[config.mk]
export PLATFORM = sky130hd
export DESIGN_NAME = alu_arbiter
export DESIGN_NICKNAME = d
export VERILOG_FILES = /design/src/rtl/alu_arb_pkg.sv /design/src/rtl/alu1.sv /design/src/rtl/alu_rr_pick.sv /design/src/rtl/alu_arbiter.sv
export SDC_FILE = /design/constraint.sdc
export NUM_CORES = 1
export LEC_CHECK = 0
export BUFFER_PORTS_ARGS = -buffer_cell sky130_fd_sc_hd__buf_2
export CELL_PAD_IN_SITES_DETAIL_PLACEMENT = 0
export CELL_PAD_IN_SITES_GLOBAL_PLACEMENT = 1
export CORE_MARGIN = 2
export CORE_UTILIZATION = 41
export CTS_CLUSTER_DIAMETER = 40
export DETAILED_ROUTE_END_ITERATION = 7
export GPL_TIMING_DRIVEN = 0
export PLACE_DENSITY_LB_ADDON = 0.1
export SETUP_SLACK_MARGIN = 0.1
export SLEW_MARGIN = 10
export SYNTH_ARGS = -nofsm -noshare
export SYNTH_HDL_FRONTEND = slang
export SYNTH_SLANG_ARGS = --single-unit
export TNS_END_PERCENT = 1
[constraint.sdc]
create_clock -name clk -period 4.5 [get_ports clk]
set_clock_uncertainty 0.15 [all_clocks]
set_input_delay 0.225 -clock clk [delete_from_list [all_inputs] [get_ports clk]]
set_output_delay 0.225 -clock clk [all_outputs]
set_load 0.01 [all_outputs]
[src/rtl/alu_arb_pkg.sv]
// Shared types and constants for the ALU arbiter slice: FSM states,
// ALU opcode encodings and datapath widths.
package alu_arb_pkg;

  localparam int DW  = 32;  // ALU data width
  localparam int OPW = 3;   // ALU opcode width

  typedef enum logic [1:0] {
    IDLE = 2'd0,
    EXEC = 2'd1,
    RESP = 2'd2
  } state_t;

  localparam logic [OPW-1:0] ALU_OP_ADD = 3'b000;
  localparam logic [OPW-1:0] ALU_OP_SUB = 3'b001;
  localparam logic [OPW-1:0] ALU_OP_AND = 3'b010;
  localparam logic [OPW-1:0] ALU_OP_OR  = 3'b011;
  localparam logic [OPW-1:0] ALU_OP_XOR = 3'b100;
  localparam logic [OPW-1:0] ALU_OP_SLL = 3'b101;
  localparam logic [OPW-1:0] ALU_OP_SRL = 3'b110;
  localparam logic [OPW-1:0] ALU_OP_SLT = 3'b111;

endpackage

[src/rtl/alu1.sv]
// ALU1: shared 32-bit combinational ALU. Shift amounts use B[4:0];
// SLT is an unsigned compare returning 0/1. Carry/overflow not produced.
module ALU1
  import alu_arb_pkg::*;
(
  input  logic [DW-1:0]  A,
  input  logic [DW-1:0]  B,
  input  logic [OPW-1:0] ALU_Sel,
  output logic [DW-1:0]  ALU_Result
);

  // Opcode decode; every encoding maps to a defined operation.
  always_comb begin
    ALU_Result = '0;
    case (ALU_Sel)
      ALU_OP_ADD: ALU_Result = A + B;
      ALU_OP_SUB: ALU_Result = A - B;
      ALU_OP_AND: ALU_Result = A & B;
      ALU_OP_OR:  ALU_Result = A | B;
      ALU_OP_XOR: ALU_Result = A ^ B;
      ALU_OP_SLL: ALU_Result = A << B[4:0];
      ALU_OP_SRL: ALU_Result = A >> B[4:0];
      ALU_OP_SLT: ALU_Result = {{(DW-1){1'b0}}, (A < B)};
      default:    ALU_Result = '0;
    endcase
  end

endmodule

[src/rtl/alu_rr_pick.sv]
// Combinational round-robin picker: first set bit of req_i searching from
// ptr_i upward and wrapping NREQ-1 -> 0. Outputs one-hot grant, its index,
// and whether any request is present.
module alu_rr_pick #(
  parameter int NREQ = 4,
  localparam int IDW = $clog2(NREQ)
) (
  input  logic [NREQ-1:0] req_i,
  input  logic [IDW-1:0]  ptr_i,
  output logic [NREQ-1:0] gnt_o,
  output logic [IDW-1:0]  idx_o,
  output logic            any_o
);

  int             j;
  logic [IDW-1:0] j_idx;
  logic           found;

  // Rotate the search start to ptr_i; the first hit wins.
  always_comb begin
    gnt_o = '0;
    idx_o = '0;
    found = 1'b0;
    j     = 0;
    j_idx = '0;
    for (int k = 0; k < NREQ; k++) begin
      j = int'(ptr_i) + k;
      if (j >= NREQ) j = j - NREQ;
      j_idx = IDW'(j);
      if (!found && req_i[j_idx]) begin
        found        = 1'b1;
        gnt_o[j_idx] = 1'b1;
        idx_o        = j_idx;
      end
    end
  end

  assign any_o = |req_i;

endmodule

[src/rtl/alu_arbiter.sv]
// alu_arbiter: shares one ALU1 between NREQ requesters. Round-robin grant
// in IDLE, one cycle of execution from latched operands, then the result
// is held on a valid/ready response channel until consumed.
// Optional: define ALU_ARB_ZERO_FLAG_EN to add rsp_zero (result == 0),
// registered and held alongside rsp_data.
module alu_arbiter
  import alu_arb_pkg::*;
#(
  parameter int NREQ = 4,
  localparam int IDW = $clog2(NREQ)
) (
  input  logic               clk,
  input  logic               rst_n,
  input  logic [NREQ-1:0]    req_valid,
  output logic [NREQ-1:0]    req_ready,
  input  logic [NREQ*DW-1:0] req_a,
  input  logic [NREQ*DW-1:0] req_b,
  input  logic [NREQ*OPW-1:0] req_op,
  output logic               rsp_valid,
  input  logic               rsp_ready,
  output logic [DW-1:0]      rsp_data,
  output logic [IDW-1:0]     rsp_id,
`ifdef ALU_ARB_ZERO_FLAG_EN
  output logic               rsp_zero,
`endif
  output logic               busy
);

  // Per-requester views of the flat operand buses.
  logic [NREQ-1:0][DW-1:0]  a_v, b_v;
  logic [NREQ-1:0][OPW-1:0] op_v;

  assign a_v  = req_a;
  assign b_v  = req_b;
  assign op_v = req_op;

  state_t          state_q;
  logic [IDW-1:0]  ptr_q, ptr_d;
  logic [IDW-1:0]  gnt_q;
  logic [DW-1:0]   a_q, b_q;
  logic [OPW-1:0]  op_q;
  logic            rsp_valid_q;
  logic [DW-1:0]   rsp_data_q;
  logic [IDW-1:0]  rsp_id_q;
`ifdef ALU_ARB_ZERO_FLAG_EN
  logic            rsp_zero_q;
`endif

  logic [NREQ-1:0] pick_gnt;
  logic [IDW-1:0]  pick_idx;
  logic            pick_any;
  logic [DW-1:0]   alu_res;

  alu_rr_pick #(.NREQ(NREQ)) u_pick (
    .req_i (req_valid),
    .ptr_i (ptr_q),
    .gnt_o (pick_gnt),
    .idx_o (pick_idx),
    .any_o (pick_any)
  );

  ALU1 u_alu (
    .A          (a_q),
    .B          (b_q),
    .ALU_Sel    (op_q),
    .ALU_Result (alu_res)
  );

  // Next pointer sits one past the winner so it has lowest priority next time.
  assign ptr_d = (pick_idx == IDW'(NREQ-1)) ? '0 : pick_idx + 1'b1;

  // Accept strobe only in IDLE; masked while reset is held so the
  // requesters never see a grant that cannot be latched.
  assign req_ready = (state_q == IDLE && rst_n) ? pick_gnt : '0;

  // Arbiter FSM: grant/latch, execute, hold response until consumed.
  always_ff @(posedge clk or negedge rst_n) begin
    if (!rst_n) begin
      state_q     <= IDLE;
      ptr_q       <= '0;
      gnt_q       <= '0;
      a_q         <= '0;
      b_q         <= '0;
      op_q        <= '0;
      rsp_valid_q <= 1'b0;
      rsp_data_q  <= '0;
      rsp_id_q    <= '0;
`ifdef ALU_ARB_ZERO_FLAG_EN
      rsp_zero_q  <= 1'b0;
`endif
    end else begin
      case (state_q)
        IDLE: begin
          if (pick_any) begin
            a_q     <= a_v[pick_idx];
            b_q     <= b_v[pick_idx];
            op_q    <= op_v[pick_idx];
            gnt_q   <= pick_idx;
            ptr_q   <= ptr_d;
            state_q <= EXEC;
          end
        end
        EXEC: begin
          rsp_data_q  <= alu_res;
          rsp_id_q    <= gnt_q;
          rsp_valid_q <= 1'b1;
`ifdef ALU_ARB_ZERO_FLAG_EN
          rsp_zero_q  <= (alu_res == '0);
`endif
          state_q     <= RESP;
        end
        RESP: begin
          if (rsp_ready) begin
            rsp_valid_q <= 1'b0;
            state_q     <= IDLE;
          end
        end
        default: state_q <= IDLE;
      endcase
    end
  end

  assign rsp_valid = rsp_valid_q;
  assign rsp_data  = rsp_data_q;
  assign rsp_id    = rsp_id_q;
`ifdef ALU_ARB_ZERO_FLAG_EN
  assign rsp_zero  = rsp_zero_q;
`endif
  assign busy      = (state_q != IDLE);

endmodule

Word level (Yosys, flattened, before mapping)
Index checks and enable logic that the tools add are counted.
Word-level totals
  flip-flop bits (word level): 108
  input bits: 275
  logic and storage cells: 117
Operators by class
  add/sub/neg operators: 10
  magnitude comparators: 14
  equal/unequal tests: 12
  shift-type cells: 2
  muxes and demuxes: 45
  bitwise operators: 6
  reductions and logical operators: 19
Operators by type and width (count)
  32-bit case mux with 8 select lines: 1
  32-bit binary-select mux with 2-bit select: 2
  32-bit 2-to-1 mux: 2
  32-bit adder: 1
  32-bit bitwise AND: 1
  32-bit less-than comparator: 1
  32-bit bitwise OR: 1
  32-bit by 5-bit << shifter with 32-bit output: 1
  32-bit by 5-bit >> shifter with 32-bit output: 1
  32-bit subtractor: 1
  32-bit bitwise XOR: 1
  2-bit 2-to-1 mux: 11
  4-bit 2-to-1 mux: 5
  2-bit by 3-bit less-than comparator with 1-bit output, second input constant: 5
  3-bit equality test, second input constant: 4
  1-bit 2-to-1 mux: 12
  4-bit bitwise OR: 3
  3-bit greater-or-equal comparator, second input constant: 3
  1-bit binary-select mux with 2-bit select: 4
  1-bit demux with 2-bit select: 4
  2-bit by 1-bit greater-or-equal comparator with 1-bit output, second input constant: 4
  1-bit logical AND: 8
  2-bit by 1-bit subtractor with 2-bit output, second input constant: 4
  2-bit by 2-bit adder with 3-bit output, second input constant: 2
  other kinds (18): 26

Depth between registers and ports, before layout
  word-level depth: 16
  mapped depth: 16
  depth with buffers taken out: 12

Modules after synthesis
A second synthesis with hierarchy kept.
Second synthesis, totals
  cells, all modules: 1769
  area total of the unflattened synthesis: 13998.4 um^2
Modules (own cells, without submodules)
  ALU1: instances 1, cells an instance 1245, area an instance 7853.8 um^2, sequential area each 0.0 um^2
  alu_arbiter: instances 1, cells an instance 475, area an instance 5733.0 um^2, sequential area each 2702.6 um^2
  alu_rr_pick: instances 1, cells an instance 49, area an instance 411.6 um^2, sequential area each 0.0 um^2

Worst setup path before layout
No wires, ideal clock.
  kind: reg-to-reg
  from: reg b_q[2]
  to: reg rsp_data_q[19] (netlist: rsp_data[19])
  library setup time: 0.126 ns
  arrival: 3.473 ns
  required time: 4.224 ns
  path slack: 0.751 ns
  cell stages (with the launch flop): 17
  path buffers: 5
  cell sequence: dfrtp_1 > inv_1 > buf_2 > buf_2 > buf_2 > buf_2 > ha_1 > buf_2 > nor2_1 > a221o_1 > a311o_1 > o21ai_1 > and3_1 > o41ai_1 > xnor2_1 > nor2_1 > o32a_1
Between the ends
  cells in the longest elaborated chain, start to end: 2
  elaborated cells between the ends (all ways): 5
  classes of those cells: add/sub (2); shift (2); mux (1)
Ends and longest elaborated chain
  start: declaration: line alu_arbiter.sv:40  | logic [DW-1:0] a_q, b_q;
  start signal: assignment: line alu_arbiter.sv:96  | b_q <= b_v[pick_idx];
  32-bit subtractor (tied with other cells): line alu1.sv:17  | ALU_OP_SUB: ALU_Result = A - B;
  32-bit case mux with 8 select lines *: line alu1.sv:15  | case (ALU_Sel)
  end signal: assignment: line alu_arbiter.sv:104  | rsp_data_q <= alu_res;
  end: declaration: line alu_arbiter.sv:43  | logic [DW-1:0] rsp_data_q;
Mark *: on every way between the ends. The rest lies on a longest branch, timed or not.
A chain may end at the register's enable or synchronous reset.

Worst setup path in the final report
  from: reg b_q[2]
  to: reg rsp_data_q[27] (netlist: rsp_data[27])
The elaborated chain is that of the path after synthesis.

==> out/metrics.cfg <==
[grt]
grt_first_pass_wirelength_mm=116
first_global_vias=17300
global_route.usage.total_pct=41.6
maximum_number_of_pins_on_one_net_before_global_route_repair=85
antenna_violations_before_repair=2
remaining_overflow_grt=0

[timing]
final.period_utilization_pct=98.6
whs_ps=71.2
fmaxAchievable_ghz=0.225
fin_crit_ps=4440
max_slew_margin_pct=5.22
report.final.slew_viol_count=0
worst_pin_slew_ps=1410
timing.final.hold_violations=0
setup_viol_count_final=0
rsz0062_at_grt=yes

[clock_network]
cts.clk_slew.worst_paths_ps=80
clk_root_buffer_cell=sky130_fd_sc_hd__clkbuf_16
cts_max_path_buffers=2
clk_latency_ps=410
tritoncts_num_sinks=108
clock_buffer_count_from_cts=9
cts-htree-levels=3
cts_tree=yes

[floorplan]
design.core.area_um2=35500
fp.dieW_um=194
chipHeight_um=194
site_rows=69
die_footprint_um2=37500
io_pins=315
initial_utilization_pct=41.5

[hold_path]
hp-start=req_b[12]
holdCritPathClass=in2reg

[synth]
yosysSeqAreaShare_pct=18.3
ys_ff_latch=108
post_synthesis_async_set_or_reset_flop_share_pct=100
netlist_area_um2=14700
synthCells=1949
synthesis.area_per_instance_um2=7.56
synth_top_flop_cell=sky130_fd_sc_hd__dfrtp_1
synthesized_net_count=2330
post_synth_edffs=0
netlist-cell-type-count=81
yosys_warnings=0

[drt]
detail_route.vias_per_cell=6.43
drt-total-wl_mm=80.1
num_vias=17700
drtAntennaViolNets=0
number_of_iterations_in_the_first_detailed_routing_pass=6
drcViolationCount=0
detail_route.iter0.violations=1979
wire_per_inst_um=29.2

[setup_path]
timing_worst_setup_path_type=reg2reg
worstReg2RegStart=b_q[2]
timing.critical_path.required_ps=4620
worst-path-max-fanout=11
critical_path.startpoint=b_q[2]
critPathArrivalTime_ps=4560
critical_path.endpoint_type=register
critical_path.startpoint_type=register

[final_layout]
drive_above_1_share_pct=22.7
syn_to_final_growth_pct=18.0
most_common_cell_after_layout_fill_and_taps_aside=sky130_fd_sc_hd__buf_2
layout.cells.most_common_list=sky130_fd_sc_hd__buf_2, sky130_fd_sc_hd__nand2_1, sky130_fd_sc_hd__nor2_1
design.final.nets=2662

[placed_design]
final_weighted_congestion_in_routability_driven_placement=1.10
dp_hpwl_mm=64.0
port_buffers=314

[job]
max_cap_viol_count=0

[status]
run_status=finished, final reports clean

-- kinds of logic after synthesis --
| kind of cell | count (synthesis) | share of synthesized area, % |
|---|---|---|
| mux | 228 | 19.7 |
| xor+xnor | 20 | 1.19 |
| buf+inv | 251 | 7.28 |
| fa+ha+maj | 106 | 9.10 |
| compound gates | 641 | 27.2 |
| simple gates | 595 | 17.2 |
| flops | 108 | 18.3 |
-- final timing paths --
kind / cells past startpoint / slack, ps / to
setup reg to reg: 16 / 60 / rsp_data[27]
setup / recovery: 16 / 60 / rsp_data[27]
hold reg to reg: 2 / 330 / rsp_id[0]
max in group asynchronous: 3 / 3320 / b_q[2]
min in group asynchronous: 2 / 90 / rsp_data[14]
hold / removal: 5 / 70 / b_q[12]
-- layer usage --
metal | share of wire (%) | track usage (%)
met1 | 39 | 52.2
met2 | 44 | 65.8
met3 | 11 | 10.4
met4 | 6.7 | 22.7
met5 | 0 | 0
-- synthesized netlist by cell type, types with 24 or more instances --
library cell | instances | share of area [%]
sky130_fd_sc_hd__mux2_1 | 29 | 2.2
sky130_fd_sc_hd__o21ai_1 | 149 | 5.1
sky130_fd_sc_hd__nor2_1 | 213 | 5.4
sky130_fd_sc_hd__o21ai_0 | 98 | 3.3
sky130_fd_sc_hd__mux2i_1 | 104 | 7.1
sky130_fd_sc_hd__buf_2 | 30 | 1.0
sky130_fd_sc_hd__mux4_2 | 41 | 6.3
sky130_fd_sc_hd__inv_1 | 92 | 2.3
sky130_fd_sc_hd__nand3_1 | 24 | 0.81
sky130_fd_sc_hd__a31oi_1 | 24 | 1.0
sky130_fd_sc_hd__clkbuf_1 | 89 | 2.3
sky130_fd_sc_hd__dfrtp_1 | 108 | 18
sky130_fd_sc_hd__mux2_2 | 51 | 3.9
sky130_fd_sc_hd__a21oi_1 | 139 | 4.7
sky130_fd_sc_hd__nand2_1 | 246 | 6.3
sky130_fd_sc_hd__nor3_1 | 27 | 0.92
sky130_fd_sc_hd__ha_1 | 104 | 8.8
sky130_fd_sc_hd__o211ai_1 | 33 | 1.7
-- critical path, cell delays in order (launching register included) --
cell	delay, ps
sky130_fd_sc_hd__dfrtp_2	510
sky130_fd_sc_hd__inv_2	150
sky130_fd_sc_hd__buf_4	260
sky130_fd_sc_hd__buf_4	240
sky130_fd_sc_hd__buf_4	260
sky130_fd_sc_hd__buf_6	240
sky130_fd_sc_hd__ha_1	250
sky130_fd_sc_hd__buf_2	170
sky130_fd_sc_hd__o21ai_0	270
sky130_fd_sc_hd__o21ai_1	220
sky130_fd_sc_hd__a31oi_4	430
sky130_fd_sc_hd__o21ai_1	180
sky130_fd_sc_hd__a31o_1	270
sky130_fd_sc_hd__a21oi_2	270
sky130_fd_sc_hd__o21bai_1	130
sky130_fd_sc_hd__a211oi_1	240
sky130_fd_sc_hd__nor3_1	60
-- stage by stage --
step	TNS, ps	instance area (um^2)	cells	setup WS, ps	utilization, %
floorplan	0	14700	1949	751	-
global placement	-13070	16900	2724	-1070	47.6
detailed placement	-12490	16900	2725	-1160	47.7
CTS	0	17300	2743	87.7	48.9
global route	0	17400	2748	4.54	49.0
finish	0	17400	2748	64.1	49.0
-- final cells by class --
type	instances	area, um^2
multi-input combinational	1590	11100
buffer	148	704
tap	461	577
timing repair buffer	321	1660
clock inverter	6	53.8
inverter	103	388
fill	3616	18100
sequential	108	2710
antenna	1	2.50
clock buffer	10	239
-- flip-flops by register name, indices dropped and copies added, names as in the netlist, named ones only --
name and flops:
state_q 2, op_q 3, rsp_valid 1, a_q 32, rsp_data 32, ptr_q 1
rsp_id 2, b_q 32, gnt_q 2
-- repair_timing --
| item | 4_1_cts | 5_1_grt |
|---|---|---|
| setup endpoints to repair | 25 | 13 |
| hold buffers | 2 | 0 |
| pin swaps | 1 | 5 |
| resized for setup | 22 | 6 |
| buffers inserted | 0 | 4 |
| endpoints found under the hold margin | 85 | 0 |
Power is not shown: default switching activity piles up to over one toggle a cycle in this logic, so the estimate is an artifact.
